===== src/rtl/xbus_fb_pkg.sv =====
// Shared definitions for the Xbus framebuffer slave.
//   - state_e          : bus-side FSM states
//   - REG_*            : register indices within the 8-word register bank
//   - CTRL_*           : bit positions inside the CTRL register
//   - ERR_READ_VAL     : data returned by a read that timed out waiting for VRAM
//   - COLOR_PROBE_ADDR : legacy colour-probe address, aliased to plane 1 on multi-plane builds
//   - plane_width()    : width of the plane-index field of the VRAM address
package xbus_fb_pkg;

   typedef enum logic [2:0] {
      ST_IDLE,
      ST_READ,
      ST_WRITE,
      ST_REG,
      ST_DONE
   } state_e;

   localparam logic [2:0] REG_CTRL  = 3'd0;
   localparam logic [2:0] REG_FRAME = 3'd1;
   localparam logic [2:0] REG_GEOM  = 3'd2;

   localparam int CTRL_INT_EN   = 3;
   localparam int CTRL_INT_FLAG = 4;
   localparam int CTRL_ERR      = 5;

   localparam logic [31:0] ERR_READ_VAL     = 32'hFFFF_FFFF;
   localparam logic [21:0] COLOR_PROBE_ADDR = 22'o17200000;

   // A single-plane build still carries one plane bit so the VRAM address
   // layout stays the same across configurations.
   function automatic int plane_width(input int nplanes);
      return (nplanes > 1) ? $clog2(nplanes) : 1;
   endfunction

endpackage


===== src/rtl/xbus_fb_frame_timer.sv =====
// Vertical-frame timer: divides clk down to the frame rate.
// Ports:
//   clk        in   clock
//   reset      in   synchronous, active-high reset
//   frame_tick out  one-cycle pulse on the cycle the divider wraps
//   frame_cnt  out  16-bit count of completed frames, wraps 16'hFFFF -> 0
module xbus_fb_frame_timer #(
   parameter int unsigned DIV = 833333
) (
   input  logic        clk,
   input  logic        reset,
   output logic        frame_tick,
   output logic [15:0] frame_cnt
);

   localparam int unsigned CNT_W = (DIV > 1) ? $clog2(DIV) : 1;

   logic [CNT_W-1:0] div_cnt;

   // Combinational so the owner of int_flag sees the wrap on the same edge
   // the divider returns to zero.
   assign frame_tick = (div_cnt == CNT_W'(DIV - 1));

   // NOTE: sequential state is assigned with <= only, so every register
   // samples the pre-edge values regardless of statement order.
   always_ff @(posedge clk) begin
      if (reset) begin
         div_cnt   <= '0;
         frame_cnt <= '0;
      end else if (frame_tick) begin
         div_cnt   <= '0;
         frame_cnt <= frame_cnt + 16'd1;
      end else begin
         div_cnt   <= div_cnt + 1'b1;
      end
   end

endmodule


===== src/rtl/xbus_fb_ctl.sv =====
// Xbus framebuffer slave. Decodes NPLANES VRAM windows and an 8-word register
// bank, forwards plane accesses to the VRAM port with a bounded wait, and
// raises a frame-rate interrupt.
// Ports:
//   clk, reset     clock; synchronous active-high reset
//   addr, datain   Xbus request address / write data
//   req, write     request (held until ack) and direction (1 = write)
//   dataout, ack   read data (valid while ack) and completion
//   decode         combinational: addr hits a plane window or the register bank
//   interrupt      int_en & int_flag
//   vram_addr      {plane, word offset}, captured when the access starts
//   vram_data_out  write data to VRAM (= datain)
//   vram_data_in   read data from VRAM, valid with vram_ready
//   vram_req       read strobe, held until vram_ready or timeout
//   vram_ready     read data valid
//   vram_write     write strobe, held until vram_done or timeout
//   vram_done      write accepted
module xbus_fb_ctl
   import xbus_fb_pkg::*;
#(
   parameter logic [21:0] FB_BASE  = 22'o17000000,
   parameter logic [21:0] REG_BASE = 22'o17377760,
   parameter int          ADDR_W   = 15,
   parameter int          NPLANES  = 1,
   parameter int          SYS_CLK  = 50000000,
   parameter int          FRAME_HZ = 60,
   parameter int          TIMEOUT  = 255,
   localparam int         PLANE_W  = plane_width(NPLANES)
) (
   input  logic                       clk,
   input  logic                       reset,
   input  logic [21:0]                addr,
   input  logic [31:0]                datain,
   input  logic                       req,
   input  logic                       write,
   output logic [31:0]                dataout,
   output logic                       ack,
   output logic                       decode,
   output logic                       interrupt,
   output logic [ADDR_W+PLANE_W-1:0]  vram_addr,
   output logic [31:0]                vram_data_out,
   input  logic [31:0]                vram_data_in,
   output logic                       vram_req,
   input  logic                       vram_ready,
   output logic                       vram_write,
   input  logic                       vram_done
);

   localparam int DIV    = (SYS_CLK / FRAME_HZ > 0) ? SYS_CLK / FRAME_HZ : 1;
   localparam int WAIT_W = $clog2(TIMEOUT + 1);

   state_e              state_q, state_d;
   logic [WAIT_W-1:0]   wait_cnt;
   logic                wait_expired;
   logic                int_en, int_flag, err;
   logic                frame_tick;
   logic [15:0]         frame_cnt;
   logic [21:0]         fb_off, fb_plane;
   logic                plane_hit, probe_hit, reg_hit;
   logic [PLANE_W-1:0]  hit_plane;
   logic [ADDR_W-1:0]   hit_off;
   logic [31:0]         reg_rdata;

   xbus_fb_frame_timer #(
      .DIV (DIV)
   ) u_frame_timer (
      .clk        (clk),
      .reset      (reset),
      .frame_tick (frame_tick),
      .frame_cnt  (frame_cnt)
   );

   // Address decode. A plane index at or beyond NPLANES is left undecoded so
   // the bus master times out rather than getting a bogus ack.
   always_comb begin : addr_decode
      fb_off    = addr - FB_BASE;
      fb_plane  = fb_off >> ADDR_W;
      probe_hit = (NPLANES > 1) && (addr == COLOR_PROBE_ADDR);
      reg_hit   = (addr[21:3] == REG_BASE[21:3]);
      plane_hit = probe_hit || ((addr >= FB_BASE) && (fb_plane < 22'(NPLANES)));
      hit_plane = probe_hit ? PLANE_W'(1) : fb_plane[PLANE_W-1:0];
      hit_off   = probe_hit ? '0 : fb_off[ADDR_W-1:0];
   end

   assign decode        = plane_hit || reg_hit;
   assign interrupt     = int_en & int_flag;
   assign vram_data_out = datain;
   assign wait_expired  = (wait_cnt == WAIT_W'(TIMEOUT - 1));

   always_comb begin : reg_read_mux
      reg_rdata = '0;
      case (addr[2:0])
         REG_CTRL: begin
            reg_rdata[CTRL_INT_EN]   = int_en;
            reg_rdata[CTRL_INT_FLAG] = int_flag;
            reg_rdata[CTRL_ERR]      = err;
         end
         REG_FRAME: reg_rdata = {16'b0, frame_cnt};
         REG_GEOM:  reg_rdata = {8'(NPLANES), 3'b0, 5'(ADDR_W), 16'b0};
         default:   reg_rdata = '0;
      endcase
   end

   always_ff @(posedge clk) begin : fsm_state
      if (reset) state_q <= ST_IDLE;
      else       state_q <= state_d;
   end

   // NOTE: every signal driven here gets a default first; a path that left
   // one unassigned would infer a latch.
   always_comb begin : fsm_next
      state_d    = state_q;
      ack        = 1'b0;
      vram_req   = 1'b0;
      vram_write = 1'b0;
      case (state_q)
         ST_IDLE: begin
            if (req && reg_hit)        state_d = ST_REG;
            else if (req && plane_hit) state_d = write ? ST_WRITE : ST_READ;
         end
         ST_READ: begin
            vram_req = 1'b1;
            if (vram_ready || wait_expired) state_d = ST_DONE;
         end
         ST_WRITE: begin
            vram_write = 1'b1;
            if (vram_done || wait_expired) state_d = ST_DONE;
         end
         ST_REG:  state_d = ST_DONE;
         // Leaving DONE only on a dropped req keeps a held req from
         // starting a second access.
         ST_DONE: begin
            ack = 1'b1;
            if (!req) state_d = ST_IDLE;
         end
         default: state_d = ST_IDLE;
      endcase
   end

   always_ff @(posedge clk) begin : datapath
      if (reset) begin
         dataout   <= '0;
         int_en    <= 1'b0;
         int_flag  <= 1'b0;
         err       <= 1'b0;
         wait_cnt  <= '0;
         vram_addr <= '0;
      end else begin
         case (state_q)
            // Address is captured every idle cycle so it is stable for the
            // whole access; the wait counter restarts for each access.
            ST_IDLE: begin
               wait_cnt  <= '0;
               vram_addr <= {hit_plane, hit_off};
            end
            ST_READ: begin
               if (vram_ready) begin
                  dataout <= vram_data_in;
               end else if (wait_expired) begin
                  dataout <= ERR_READ_VAL;
                  err     <= 1'b1;
               end else begin
                  wait_cnt <= wait_cnt + 1'b1;
               end
            end
            ST_WRITE: begin
               if (!vram_done) begin
                  if (wait_expired) err <= 1'b1;
                  else              wait_cnt <= wait_cnt + 1'b1;
               end
            end
            ST_REG: begin
               if (write) begin
                  if (addr[2:0] == REG_CTRL) begin
                     int_en <= datain[CTRL_INT_EN];
                     if (datain[CTRL_INT_FLAG]) int_flag <= 1'b0;
                     if (datain[CTRL_ERR])      err      <= 1'b0;
                  end
               end else begin
                  dataout <= reg_rdata;
               end
            end
            default: ;
         endcase
         // NOTE: the later non-blocking assignment wins, so a frame wrap on
         // the same edge as a write-1-to-clear leaves int_flag set.
         if (frame_tick) int_flag <= 1'b1;
      end
   end

endmodule


===== config.mk =====
export PLATFORM = sky130hd
export DESIGN_NAME = xbus_fb_ctl
export DESIGN_NICKNAME = d
export VERILOG_FILES = /design/src/rtl/xbus_fb_pkg.sv /design/src/rtl/xbus_fb_frame_timer.sv /design/src/rtl/xbus_fb_ctl.sv
export SDC_FILE = /design/constraint.sdc
export NUM_CORES = 1
export LEC_CHECK = 0
export BUFFER_PORTS_ARGS = -buffer_cell sky130_fd_sc_hd__buf_2
export CORE_MARGIN = 5
export CORE_UTILIZATION = 44
export DETAILED_ROUTE_END_ITERATION = 10
export PLACE_DENSITY_LB_ADDON = 0.15
export SYNTH_ARGS = -nofsm -noshare
export SYNTH_HDL_FRONTEND = slang
export SYNTH_SLANG_ARGS = --single-unit

===== constraint.sdc =====
create_clock -name clk -period 2.1 [get_ports clk]
set_input_delay 0.21 -clock clk [delete_from_list [all_inputs] [get_ports clk]]
set_output_delay 0.21 -clock clk [all_outputs]
set_load 0.01 [all_outputs]

==> summary.txt <==
Clock tree
  • CTS Buf Count: 9
  • Root Driver: clkbuf_8
  • H-Tree Depth: 3
  • CTS clock-pin slew for the worst setup and hold paths: 100 ps
  • CTS Buffer Depth: 2
  • Clk_lat worst skew: 360 ps
  • CTS tree: built
  • CTS Sinks: 98

Drt
  • DRC errors left: 0
  • Routed WL per cell: 15.3 um
  • 1st-iter DRT viols: 207
  • Drt pass-1 iters: 5
  • Total Wirelength: 12100 um
  • Antenna Nets Post-Route: 0
  • Vias per cell: 5.47
  • Via count: 4338

Setup path
  • Critical Path Start Type: flop
  • Crit end category: flop
  • Crit Path Max Fanout: 8
  • WP data required: 2390 ps
  • Critical Path Start: u_frame_timer.div_cnt[0]$_SDFF_PP0_
  • Bufs and invs on worst path: 2
  • Worst path cell trace: inv_2 > ha_1 > or4b_4 > nor4_4 > buf_6 > nand4_4 > or3_4 > a21oi_2
  • Largest stage delay on the critical path: 470 ps
  • Worst path arrival time: 2340 ps
  • Worst reg2reg startpoint: u_frame_timer.div_cnt[0]$_SDFF_PP0_
  • Critical path's top delay family: simple AND/OR/NAND/NOR gates
  • Crit path kind: reg -> reg
  • Slowest-stage cell, CP: or4b_4

GRT
  • Grt ovf: 0
  • Met2 Use GR: 29.8%
  • Initial antenna violation count: 0
  • Global-route wire length before repair: 19700 um
  • GRT Total Usage: 18.5%
  • GR Util met1: 24.8%
  • Largest net degree at the start of global routing: 70
  • Vias in the first global route: 4084
  • Gr busiest metal: met2
  • Met3 Resource Use GR: 4.69%

Synthesis
  • Post-Syn Area per Cell: 8.24 um^2
  • Post-synth top area share: 42.4%
  • Simple-gate share of the synthesized area: 23.4%
  • Commonest cells post-synth: dfxtp_1, nor2_1, nand2_1
  • Ys flop type: dfxtp_1
  • Yosys cell types: 48
  • Largest family of logic cells by synthesized area: simple AND/OR/NAND/NOR gates
  • Post-synth ARST share: 0%
  • Ys Warns: 0
  • Count of flip-flops with a built-in enable after synthesis: 0
  • Post-Syn Instances: 561
  • Main area contributors after synthesis: dfxtp_1, buf_4, nor2_1
  • Syn nets: 658
  • Count leader, synth: dfxtp_1
  • Synthesized flop and latch total: 98
  • Compound-Gate Fraction of Synth Area: 18.7%
  • Mapped cell area: 4620 um^2
  • XOR/XNOR Fraction of Synth Area: 5.31%
  • Adder-Cell Fraction of Synth Area: 1.35%
  • Mux cell area share after synthesis: 0.217%
  • Seq/Total Area, Yosys: 42.4%
  • Cell taking the most area after synthesis: dfxtp_1

Placement
  • Placed Cells: 775
  • Final Wtd Congestion: 0.866
  • Pre-CTS WS: 86.1 ps
  • Port-buffer cells: 118
  • Hpwl dp: 8920 um

Layout
  • Final cell count without fillers: 793
  • Layout cells sized above 1: 26.8%
  • Area delta synth->final: 18.2%
  • Fill count: 1040
  • N_diodes: 0
  • FF+latch area: 1960 um^2
  • Area occupied by multi-input gates: 2290 um^2
  • Nets: 750

Job
  • Max cap viols: 0

Die
  • I/O pin cnt: 177
  • Die ar.: 12700 um^2
  • Core area: 10300 um^2
  • Starting density of the core: 45.0%
  • Row count: 37
  • Die Height: 112 um
  • Die Wd: 112 um

STA
  • Setup total negative slack: 0 ps
  • Post-layout worst setup margin: 50.3 ps
  • Worst Max-Slew Pin Slew: 728 ps
  • Crit share post-route: 97.6%
  • Post-layout min period: 2050 ps
  • Max Freq: 488 MHz
  • Max Clock Skew: 12.0 ps
  • Final hold violations: 0
  • Slew Viols, Final: 0
  • Final setup fails: 0
  • RSZ-0062 raised after global routing: true
  • Relative slew slack: 51.5%

Power
  • Peak VDD IR: 0.000366 V
  • Power density cells: 638 nW/um^2
  • Pleak: 2.21 nW

Run status
  • Status: finished, final reports clean

Worst hold path
  • Hold WC Path Type: in -> reg
  • HP Start: datain[3]
-- cells in the final DEF (no fill, tap or decap), types with 4 or more instances in the layout --
cell	count
o21ai_0	45
a32o_1	4
buf_4	22
inv_1	8
nor2_1	64
buf_2	119
and2_1	6
clkbuf_8	9
or3_1	10
ha_1	5
a21oi_1	43
a211oi_1	6
and3_1	10
a31oi_1	4
dfxtp_1	96
xnor2_1	10
a311oi_1	14
nor3_1	7
xor2_1	18
nand2_1	61
o211ai_1	13
nand3_1	12
nor4_1	4
nand4_1	16
-- per-layer routing --
layer  share of wire, %  vias up
li1                   -     2137
met5                  0        -
met4                1.2        0
met3                5.7       19
met2                 47      113
met1                 47     2069
-- per-stage QoR --
step / util (%) / hold slack (ps) / power (mW) / cell area, um^2
final: 53.2 / 84.1 / 3.49 / 5460
after global placement: 50.7 / 420 / 2.22 / 5210
after CTS: 52.7 / 74.1 / 3.51 / 5410
after global routing: 53.2 / 68.8 / 3.63 / 5460
after detailed placement: 50.7 / 420 / 2.22 / 5210
after floorplan: - / 346 / 2.14 / 4620
-- sequential cells by signal, summed over array words and instances (netlist names) --
name                     cells
dataout                     32
u_frame_timer.div_cnt       20
u_frame_timer.frame_cnt     16
vram_addr                   16
wait_cnt                     8
state_q                      3
err                          1
int_en                       1
int_flag                     1
-- power breakdown --
part           internal, mW  switching, mW
clock                 0.663          0.640
combinational         0.116          0.155
sequential             1.89         0.0201
-- cells by family (layout without fill, tap and decap cells) --
| group | Yosys count | count (layout) |
|---|---|---|
| AO/OA/AOI/OAI | 142 | 142 |
| flip-flops | 98 | 98 |
| XOR/XNOR | 28 | 28 |
| AND/OR/NAND/NOR | 215 | 215 |
| buffers and inverters | 72 | 168 |
| adder cells (fa/ha/maj) | 5 | 5 |
| multiplexers | 1 | 1 |
-- final timing paths --
kind                                         endpoint  slack, ps  cells past startpoint
max          u_frame_timer.frame_cnt[10]$_SDFFE_PP0P_         50                      8
max reg2reg  u_frame_timer.frame_cnt[10]$_SDFFE_PP0P_         50                      8
min reg2reg                 vram_addr[5]$_SDFFE_PP0N_        460                      2
min                               int_en$_SDFFE_PP0P_         80                      3
-- tightest hold or removal path: cells and delay by family --
| family | cells | cell delay (ps) |
|---|---|---|
| mux | 1 | 50 |
| simple gates | 1 | 70 |
| buf+inv | 1 | 80 |
-- repair_timing --
action                                  CTS  global route
endpoints found under the hold margin     0             0
resized for setup                         0            10
buffers inserted                          0             2
hold buffers                              0             0
endpoints found under the setup margin    0            26
-- layout make-up --
type | instances | area share, %
clock buffers | 10 | 2.34
clock inverters | 5 | 1.47
inverters | 10 | 0.687
multi-input cells | 391 | 41.9
flip-flops and latches | 98 | 36.0
well taps | 136 | 3.11
repair buffers | 143 | 14.5
No activity file was read; power rests on OpenSTA's default activity.
